### config.mk
export PLATFORM = sky130hd
export DESIGN_NAME = jtag_user_dr_tx
export DESIGN_NICKNAME = d
export VERILOG_FILES = /design/src/rtl/jtag_user_dr_tx.sv
export SDC_FILE = /design/constraint.sdc
export NUM_CORES = 1
export LEC_CHECK = 0
export ABC_AREA = 1
export CORE_MARGIN = 3
export CORE_UTILIZATION = 64
export CTS_CLUSTER_DIAMETER = 30
export DETAILED_ROUTE_END_ITERATION = 10
export MAX_ROUTING_LAYER = met4
export PLACE_DENSITY = 0.85
export SKIP_CTS_REPAIR_TIMING = 1
export SYNTH_ARGS = -nofsm -noshare
export SYNTH_HDL_FRONTEND = slang
export SYNTH_SLANG_ARGS = --single-unit
### constraint.sdc
create_clock -name jtck -period 3.9 [get_ports jtck]
set_clock_uncertainty 0.1 [all_clocks]
set_input_delay 0.585 -clock jtck [delete_from_list [all_inputs] [get_ports jtck]]
set_output_delay 0.585 -clock jtck [all_outputs]
set_load 0.01 [all_outputs]
### src/rtl/jtag_user_dr_tx.sv
// Transmit path from fabric to a JTAG host through JTAGG user register ER1.
// Words wait in a small FIFO and are read out as DR frames {data, valid_flag}.
module jtag_user_dr_tx #(
   parameter int DATA_W = 32,
   parameter int DEPTH  = 4
) (
   input  logic                   jtck,
   input  logic                   jrstn,
   input  logic                   jce1,
   input  logic                   jshift,
   input  logic                   jupdate,
   input  logic                   jtdi,
   output logic                   jtdo1,
   input  logic [DATA_W-1:0]      tx_data,
   input  logic                   tx_valid,
   output logic                   tx_ready,
   output logic [$clog2(DEPTH):0] fifo_level
);

   localparam int AW     = $clog2(DEPTH);
   localparam int LVL_W  = AW + 1;
   localparam int SR_W   = DATA_W + 1;
   localparam int BCNT_W = $clog2(DATA_W + 2);

   localparam logic [BCNT_W-1:0] FRAME_LEN = BCNT_W'(SR_W);
   localparam logic [LVL_W-1:0]  FULL_LVL  = LVL_W'(DEPTH);

   logic              capture;
   logic              shift_en;
   logic              update;
   logic              push;
   logic              pop;
   logic              fifo_empty;

   logic [DATA_W-1:0] mem_q [DEPTH];
   logic [AW-1:0]     wr_ptr_q, wr_ptr_d;
   logic [AW-1:0]     rd_ptr_q, rd_ptr_d;
   logic [LVL_W-1:0]  level_q, level_d;

   logic [SR_W-1:0]   sr_q, sr_d;
   logic [BCNT_W-1:0] bcnt_q, bcnt_d;
   logic              armed_q, armed_d;

   assign capture  = jce1 & ~jshift;
   assign shift_en = jce1 & jshift;
   assign update   = jupdate;

   assign fifo_empty = (level_q == '0);
   assign tx_ready   = (level_q != FULL_LVL);
   assign push       = tx_valid & tx_ready;

   // A word leaves the FIFO only after the host has clocked out the whole frame.
   assign pop = update & armed_q & (bcnt_q == FRAME_LEN);

   assign jtdo1      = sr_q[0];
   assign fifo_level = level_q;

   always_comb begin
      // NOTE: every output of a combinational block gets a default first, so no path can infer a latch.
      sr_d    = sr_q;
      bcnt_d  = bcnt_q;
      armed_d = armed_q;

      if (capture) begin
         sr_d    = fifo_empty ? '0 : {mem_q[rd_ptr_q], 1'b1};
         bcnt_d  = '0;
         armed_d = ~fifo_empty;
      end else if (shift_en) begin
         sr_d = {jtdi, sr_q[SR_W-1:1]};
         if (bcnt_q != FRAME_LEN) begin
            bcnt_d = bcnt_q + 1'b1;
         end
      end

      if (update) begin
         armed_d = 1'b0;
      end
   end

   always_comb begin
      wr_ptr_d = wr_ptr_q;
      rd_ptr_d = rd_ptr_q;
      level_d  = level_q;

      if (push) begin
         wr_ptr_d = wr_ptr_q + 1'b1;
      end
      if (pop) begin
         rd_ptr_d = rd_ptr_q + 1'b1;
      end

      // Simultaneous push and pop leaves the level where it was.
      unique case ({push, pop})
         2'b10:   level_d = level_q + 1'b1;
         2'b01:   level_d = level_q - 1'b1;
         default: level_d = level_q;
      endcase
   end

   // NOTE: the storage array is deliberately not reset; pointers and level decide which entries are live.
   always_ff @(posedge jtck) begin
      if (push) begin
         mem_q[wr_ptr_q] <= tx_data;
      end
   end

   // NOTE: sequential state is written with non-blocking assignments only.
   always_ff @(posedge jtck or negedge jrstn) begin
      if (!jrstn) begin
         wr_ptr_q <= '0;
         rd_ptr_q <= '0;
         level_q  <= '0;
         sr_q     <= '0;
         bcnt_q   <= '0;
         armed_q  <= 1'b0;
      end else begin
         wr_ptr_q <= wr_ptr_d;
         rd_ptr_q <= rd_ptr_d;
         level_q  <= level_d;
         sr_q     <= sr_d;
         bcnt_q   <= bcnt_d;
         armed_q  <= armed_d;
      end
   end

endmodule
* Word level (Yosys, flattened, before mapping) *
Memories as Yosys holds them, arrays and structs flattened.
Cells that the tools add are included.

word-level totals
  flip-flop bits (word level) = 47
  RAM bits = 128
  input port bits = 39
  output and inout port bits = 5
  word-level logic and storage cells = 41
  memories kept = 1

cells by class
  $add $sub $neg = 5
  eq/ne operators = 5
  mux-type cells = 11
  bitwise gates (word level) = 7
  reduce and logical (&&, ||, !) cells = 6

memory list
  memory  words  bits a word  rd ports  clocked after Yosys merged registers in  write ports  RTL line  RTL
  mem_q   4      32           1         0                                        1            35        logic [DATA_W-1:0] mem_q [DEPTH];

operators with widths
  kind                                                  number
  two-way mux 33 bit                                    3
  two-way mux 6 bit                                     3
  nonzero test 2 bit                                    4
  adder 6 x 1 -> 6 bit (second input constant)          1
  equality test 6 bit (second input constant)           1
  != test 6 bit (second input constant)                 1
  case mux 3 bit (2 select lines)                       1
  bitwise AND 1 bit                                     5
  adder 2 x 1 -> 2 bit (second input constant)          2
  two-way mux 1 bit                                     4
  adder 3 x 1 -> 3 bit (second input constant)          1
  zero test 3 bit                                       1
  != test 3 bit (second input constant)                 1
  subtractor 3 x 1 -> 3 bit (second input constant)     1
  equality test 2 x 1 -> 1 bit (second input constant)  1
  equality test 2 bit (second input constant)           1
  NOT 1 bit                                             2
  AND reduction 2 bit                                   1

* Logic depth before layout (Yosys ltp) *
  word-level depth = 4
  depth in mapped cells = 12

* Worst setup path before layout *
No wires, ideal clock.

  kind = register to register
  from = register level_q[0], in the netlist fifo_level[0]
  to = memory mem_q[0][0], enable pin
  setup time = 0.421 ns
  arrival = 2.243 ns
  setup slack = 1.135 ns
  cell stages (with the launch flop) = 5
  cell sequence = dfrtp_1 > inv_1 > nand3_1 > nand2_1 > nor2_1

on the way
  longest elaborated chain between the ends = 4

RTL lines
  what                                     RTL line  RTL
  from (decl)                              38        logic [LVL_W-1:0] level_q, level_d;
  from (signal assigned)                   119       level_q <= level_d;
  != test 3 bit                            49        assign tx_ready = (level_q != FULL_LVL);
  via tx_ready                             16        output logic tx_ready,
  bitwise AND 1 bit                        50        assign push = tx_valid & tx_ready;
  two-way mux 1 bit                        102       if (push) begin
  two-way mux 1 bit (not written as such)  103       mem_q[wr_ptr_q] <= tx_data;
  to (decl)                                35

The timed path passes the listed nets, and every way through them passes these cells.

* Final worst setup path *
  from = input port jshift
  to = register sr_q[6]

on the way
  longest elaborated chain between the ends = 3
  elaborated cells between the ends (all ways) = 5
  those cells by class = 1 x mux; 3 x bitwise; 1 x reduce/logical

RTL lines
  what                                                      RTL line  RTL
  from (decl)                                               10        input logic jshift,
  NOT 1 bit                                                 44        assign capture = jce1 & ~jshift;
  bitwise AND 1 bit                                         44
  two-way mux 33 bit or nonzero test 2 bit (tied branches)  -
  to (signal assigned)                                      120       sr_q <= sr_d;
  to (decl)                                                 40        logic [SR_W-1:0] sr_q, sr_d;

Parallel ways exist; a longest one is shown, timed or not.
A chain may end at the register's enable or synchronous reset.

==> results.txt <==
----------------------------------------------------
[Synthesis]
  Biggest area consumer among synthesized cells ... sky130_fd_sc_hd__edfxtp_1
  Share of the yosys chip area belonging to registers ... approximately two thirds
  Fraction of post-synthesis cell area in the top cell type by area ... around half
  Synthesized net count ... 747
  Dominant synthesized flop cell ... sky130_fd_sc_hd__edfxtp_1
  Top cells by instance count after synthesis ... 135 x sky130_fd_sc_hd__nand2_1, 128 x sky130_fd_sc_hd__edfxtp_1, 104 x sky130_fd_sc_hd__inv_1
  Cell with the most instances after synthesis ... sky130_fd_sc_hd__nand2_1
  Post-synthesis instance area ... about 0.0074 sq mm
  Cells after synthesis ... 700
  Cells taking the most area after synthesis ... sky130_fd_sc_hd__edfxtp_1 52%, sky130_fd_sc_hd__dfrtp_1 16%, sky130_fd_sc_hd__nand2_1 6.8%
  Count of unique library cells instantiated by Yosys ... 27
  Mean cell area of the mapped netlist ... around 11 sq um
  Number of warnings printed during yosys synthesis ... 0
  Async set-or-reset flop fraction in the synthesized netlist ... a little over a quarter
  Number of enable-type register cells in the synthesized netlist ... 128
  Flip-flop and latch count after synthesis ... 175

[Floorplanning]
  Chip height ... approximately 110 um
  Number of I/O pins ... 44
  Initial core utilization ... 66.9%
  Core Rows ... 38
  Die footprint ... roughly 0.013 sq mm
  Die outline width ... about 110 um
  Standard cell core area ... 0.0111 sq mm

[Clocking]
  Clock-pin transition on the worst setup and hold timing paths ... ~0.06 ns
  Total clock sinks ... ~180
  Clock network latency to the later pin of the worst-skew pair ... between 0.4 and 0.5 ns
  Deepest clock path buffer count ... 2
  Clock buffer count from CTS ... 17
  # H-tree levels ... 4
  CTS tree ... done
  Clk root buf ... sky130_fd_sc_hd__clkbuf_16

[Finish]
  Diode insertion count for antenna repair ... 0
  Final net count ... about 780
  Core occupancy in the finished layout ... between 70% and 80%
  Share of layout cells above drive strength 1 ... between 7 and 8%
  P&R area growth vs syn ... 14.6%

[STA]
  Share of the cycle needed by the critical path after routing ... 61.9%
  Unrepaired setup endpoints after global routing ... no
  Fmax ... slightly above 0.4 GHz
  Final Hold Slack ... about 0.23 ns
  Number of max-slew violations in the final report ... 0
  Final hold viol count ... 0
  Transition at the pin with the smallest max-transition slack ... ~1.1 ns
  Relative slew margins ... roughly 29%
  Setup-failing EPs final ... 0
  Time the final worst path needs with I/O delays and setup ... around 2.4 ns
  Total Negative Setup Slacks ... 0 ns
  Worst setup margin ... ~1.5 ns

[Route]
  Routed wire per std cell ... between 15 and 20 um
  Detailed-route wire length ... roughly 15000 um
  Drt initial violations ... 441
  Remaining antenna violation count ... 0
  Number of vias per cell after detailed routing ... 5.64
  DR vias ... around 5000
  TritonRoute pass-1 iters ... 5
  Number of remaining DRC errors ... 0

[Critical path]
  CP cell instances ... clkdlybuf4s50_1 > nor2_4 > inv_2 > nor2_4 > nand2_1 > a21oi_2
  Longest individual stage delay on the worst path ... roughly 0.7 ns
  CP delay by family, top ... simple AND/OR/NAND/NOR gates
  Critical path startpoint category ... input port
  Signal arrival time at the worst endpoint ... between 2 and 3 ns
  Crit path capture type ... flip-flop
  Type of the worst setup path ... input port to flip-flop
  Crit Path Max Fanout ... 33
  Number of buffer and inverter instances along the worst setup path ... 2
  Cell mode on critical path ... sky130_fd_sc_hd__nor2_4
  CP Data Required Time ... 4.16 ns
  Slowest stage cell, crit path ... sky130_fd_sc_hd__clkdlybuf4s50_1

[Global routing]
  Antenna violations before repair ... 0
  GRT Resource Usage Total ... 26.0%
  Maximum number of pins on one net before global-route repair ... between 60 and 70
  Aggregate global routing overflow ... 0
  Vias in the first global route ... 4937
  Wire length of the first global-routing pass ... around 25000 um

[Run]
  Count of maximum capacitance violations ... 0

[Run status]
  Result of the run ... complete, no violations

[Power]
  Maximum vdd ir drop ... about 0.52 mV
  Pleak ... 3.45 nW
  Overall power of the completed layout ... 4.97 mW
  Power per Cell Area ... between 500 and 600 mW/mm^2

[Placed design]
  Post-placement worst setup slack ... ~1.1 ns
  Global placement routability congestion ... ~0.86
  Count of input and output buffers ... 43
  HPWL after detailed placement ... between 8000 and 9000 um

[Worst hold path]
  Type of the tightest min-delay check ... input port to asynchronous set/reset pin

----------------------------------------------------
layout make-up:
cell class                 count  area, sq um
clock buffer                  18          439
clock inverter                14          144
fill                         693         2580
inverter                     108          408
multi-input combinational    385         1830
sequential                   175         5020
tap                          140          175
timing repair buffer          50          478
layer usage:
metal  vias up  wire length (um)  global-route usage, %
met5         -                 0                      -
met4         0               414                   10.7
met3        40              1080                   6.68
met2       192              7610                   40.0
met1      2423              6050                   33.3
li1       2363                 -                      -
registers in the layout, indices dropped and copies added (netlist names):
signal	count
mem_q	128
sr_q	33
bcnt_q	6
fifo_level	3
rd_ptr_q	2
wr_ptr_q	2
armed_q	1
layout by cell type (no fill, tap or decap):
cell type | Yosys | layout
sky130_fd_sc_hd__nand2_1 | 135 | 135
sky130_fd_sc_hd__edfxtp_1 | 128 | 128
sky130_fd_sc_hd__inv_1 | 104 | 104
sky130_fd_sc_hd__nor2_1 | 83 | 79
sky130_fd_sc_hd__o21ai_0 | 58 | 58
sky130_fd_sc_hd__dfrtp_1 | 47 | 46
sky130_fd_sc_hd__clkdlybuf4s50_1 | 0 | 42
sky130_fd_sc_hd__nand3_1 | 34 | 34
sky130_fd_sc_hd__a21oi_1 | 19 | 19
sky130_fd_sc_hd__o22ai_1 | 18 | 18
sky130_fd_sc_hd__clkbuf_16 | 0 | 17
sky130_fd_sc_hd__a21oi_2 | 9 | 9
sky130_fd_sc_hd__o21ai_1 | 8 | 8
sky130_fd_sc_hd__ha_1 | 7 | 7
sky130_fd_sc_hd__buf_4 | 5 | 7
sky130_fd_sc_hd__nor2_2 | 0 | 4
sky130_fd_sc_hd__clkinvlp_4 | 0 | 4
sky130_fd_sc_hd__clkinv_4 | 0 | 4
sky130_fd_sc_hd__inv_2 | 3 | 3
sky130_fd_sc_hd__xor2_1 | 3 | 3
sky130_fd_sc_hd__xnor2_1 | 3 | 3
sky130_fd_sc_hd__clkinv_2 | 0 | 3
sky130_fd_sc_hd__nor2_4 | 2 | 2
sky130_fd_sc_hd__nand4_1 | 2 | 2
sky130_fd_sc_hd__bufinv_16 | 0 | 2
sky130_fd_sc_hd__inv_4 | 1 | 1
sky130_fd_sc_hd__nor3_1 | 1 | 1
sky130_fd_sc_hd__nand3b_1 | 1 | 1
sky130_fd_sc_hd__o21bai_1 | 1 | 1
sky130_fd_sc_hd__fa_1 | 1 | 1
sky130_fd_sc_hd__clkbuf_8 | 0 | 1
sky130_fd_sc_hd__clkinv_1 | 0 | 1
sky130_fd_sc_hd__buf_2 | 14 | 1
sky130_fd_sc_hd__dfrtp_2 | 0 | 1
logic make-up after synthesis:
group	Yosys count	share of synthesized area, %
AO/OA/AOI/OAI	113	8.42
XOR/XNOR	6	0.709
adder cells (fa/ha/maj)	8	1.45
buffers and inverters	140	7.71
flip-flops	175	67.7
AND/OR/NAND/NOR	258	14.0
per-stage QoR:
stage	cell area, sq um	instances
after detailed placement	7910	858
after global placement	7910	858
final	8500	890
after floorplan	7410	700
after CTS	8500	890
after global routing	8500	890
worst paths after layout:
path,from,endpoint,slack [ns],cells after the start
worst min register to register,sr_q[10],sr_q[10],0.41,2
worst min-delay path,jrstn,bcnt_q[4],0.23,1
worst max register to register,bcnt_q[1],fifo_level[2],1.56,12
min in group jtck,sr_q[10],sr_q[10],0.41,2
max in group asynchronous,jrstn,rd_ptr_q[0],2.77,1
worst max-delay path,jshift,sr_q[6],1.49,6
power by group:
part           internal (mW)  switching (mW)
Combinational          0.261           0.521
Sequential              2.41           0.127
Clock                  0.955           0.693
worst register-to-register path: stages (launching register included):
cell,delay (ns)
sky130_fd_sc_hd__dfrtp_1,0.43
sky130_fd_sc_hd__inv_1,0.08
sky130_fd_sc_hd__ha_1,0.15
sky130_fd_sc_hd__nand3_1,0.07
sky130_fd_sc_hd__nor2_1,0.14
sky130_fd_sc_hd__nand3_1,0.18
sky130_fd_sc_hd__inv_1,0.10
sky130_fd_sc_hd__ha_1,0.13
sky130_fd_sc_hd__inv_1,0.07
sky130_fd_sc_hd__fa_1,0.37
sky130_fd_sc_hd__a21oi_1,0.14
sky130_fd_sc_hd__o21ai_0,0.11
sky130_fd_sc_hd__xnor2_1,0.15
Note: power is estimated with default switching activity, not from simulation.
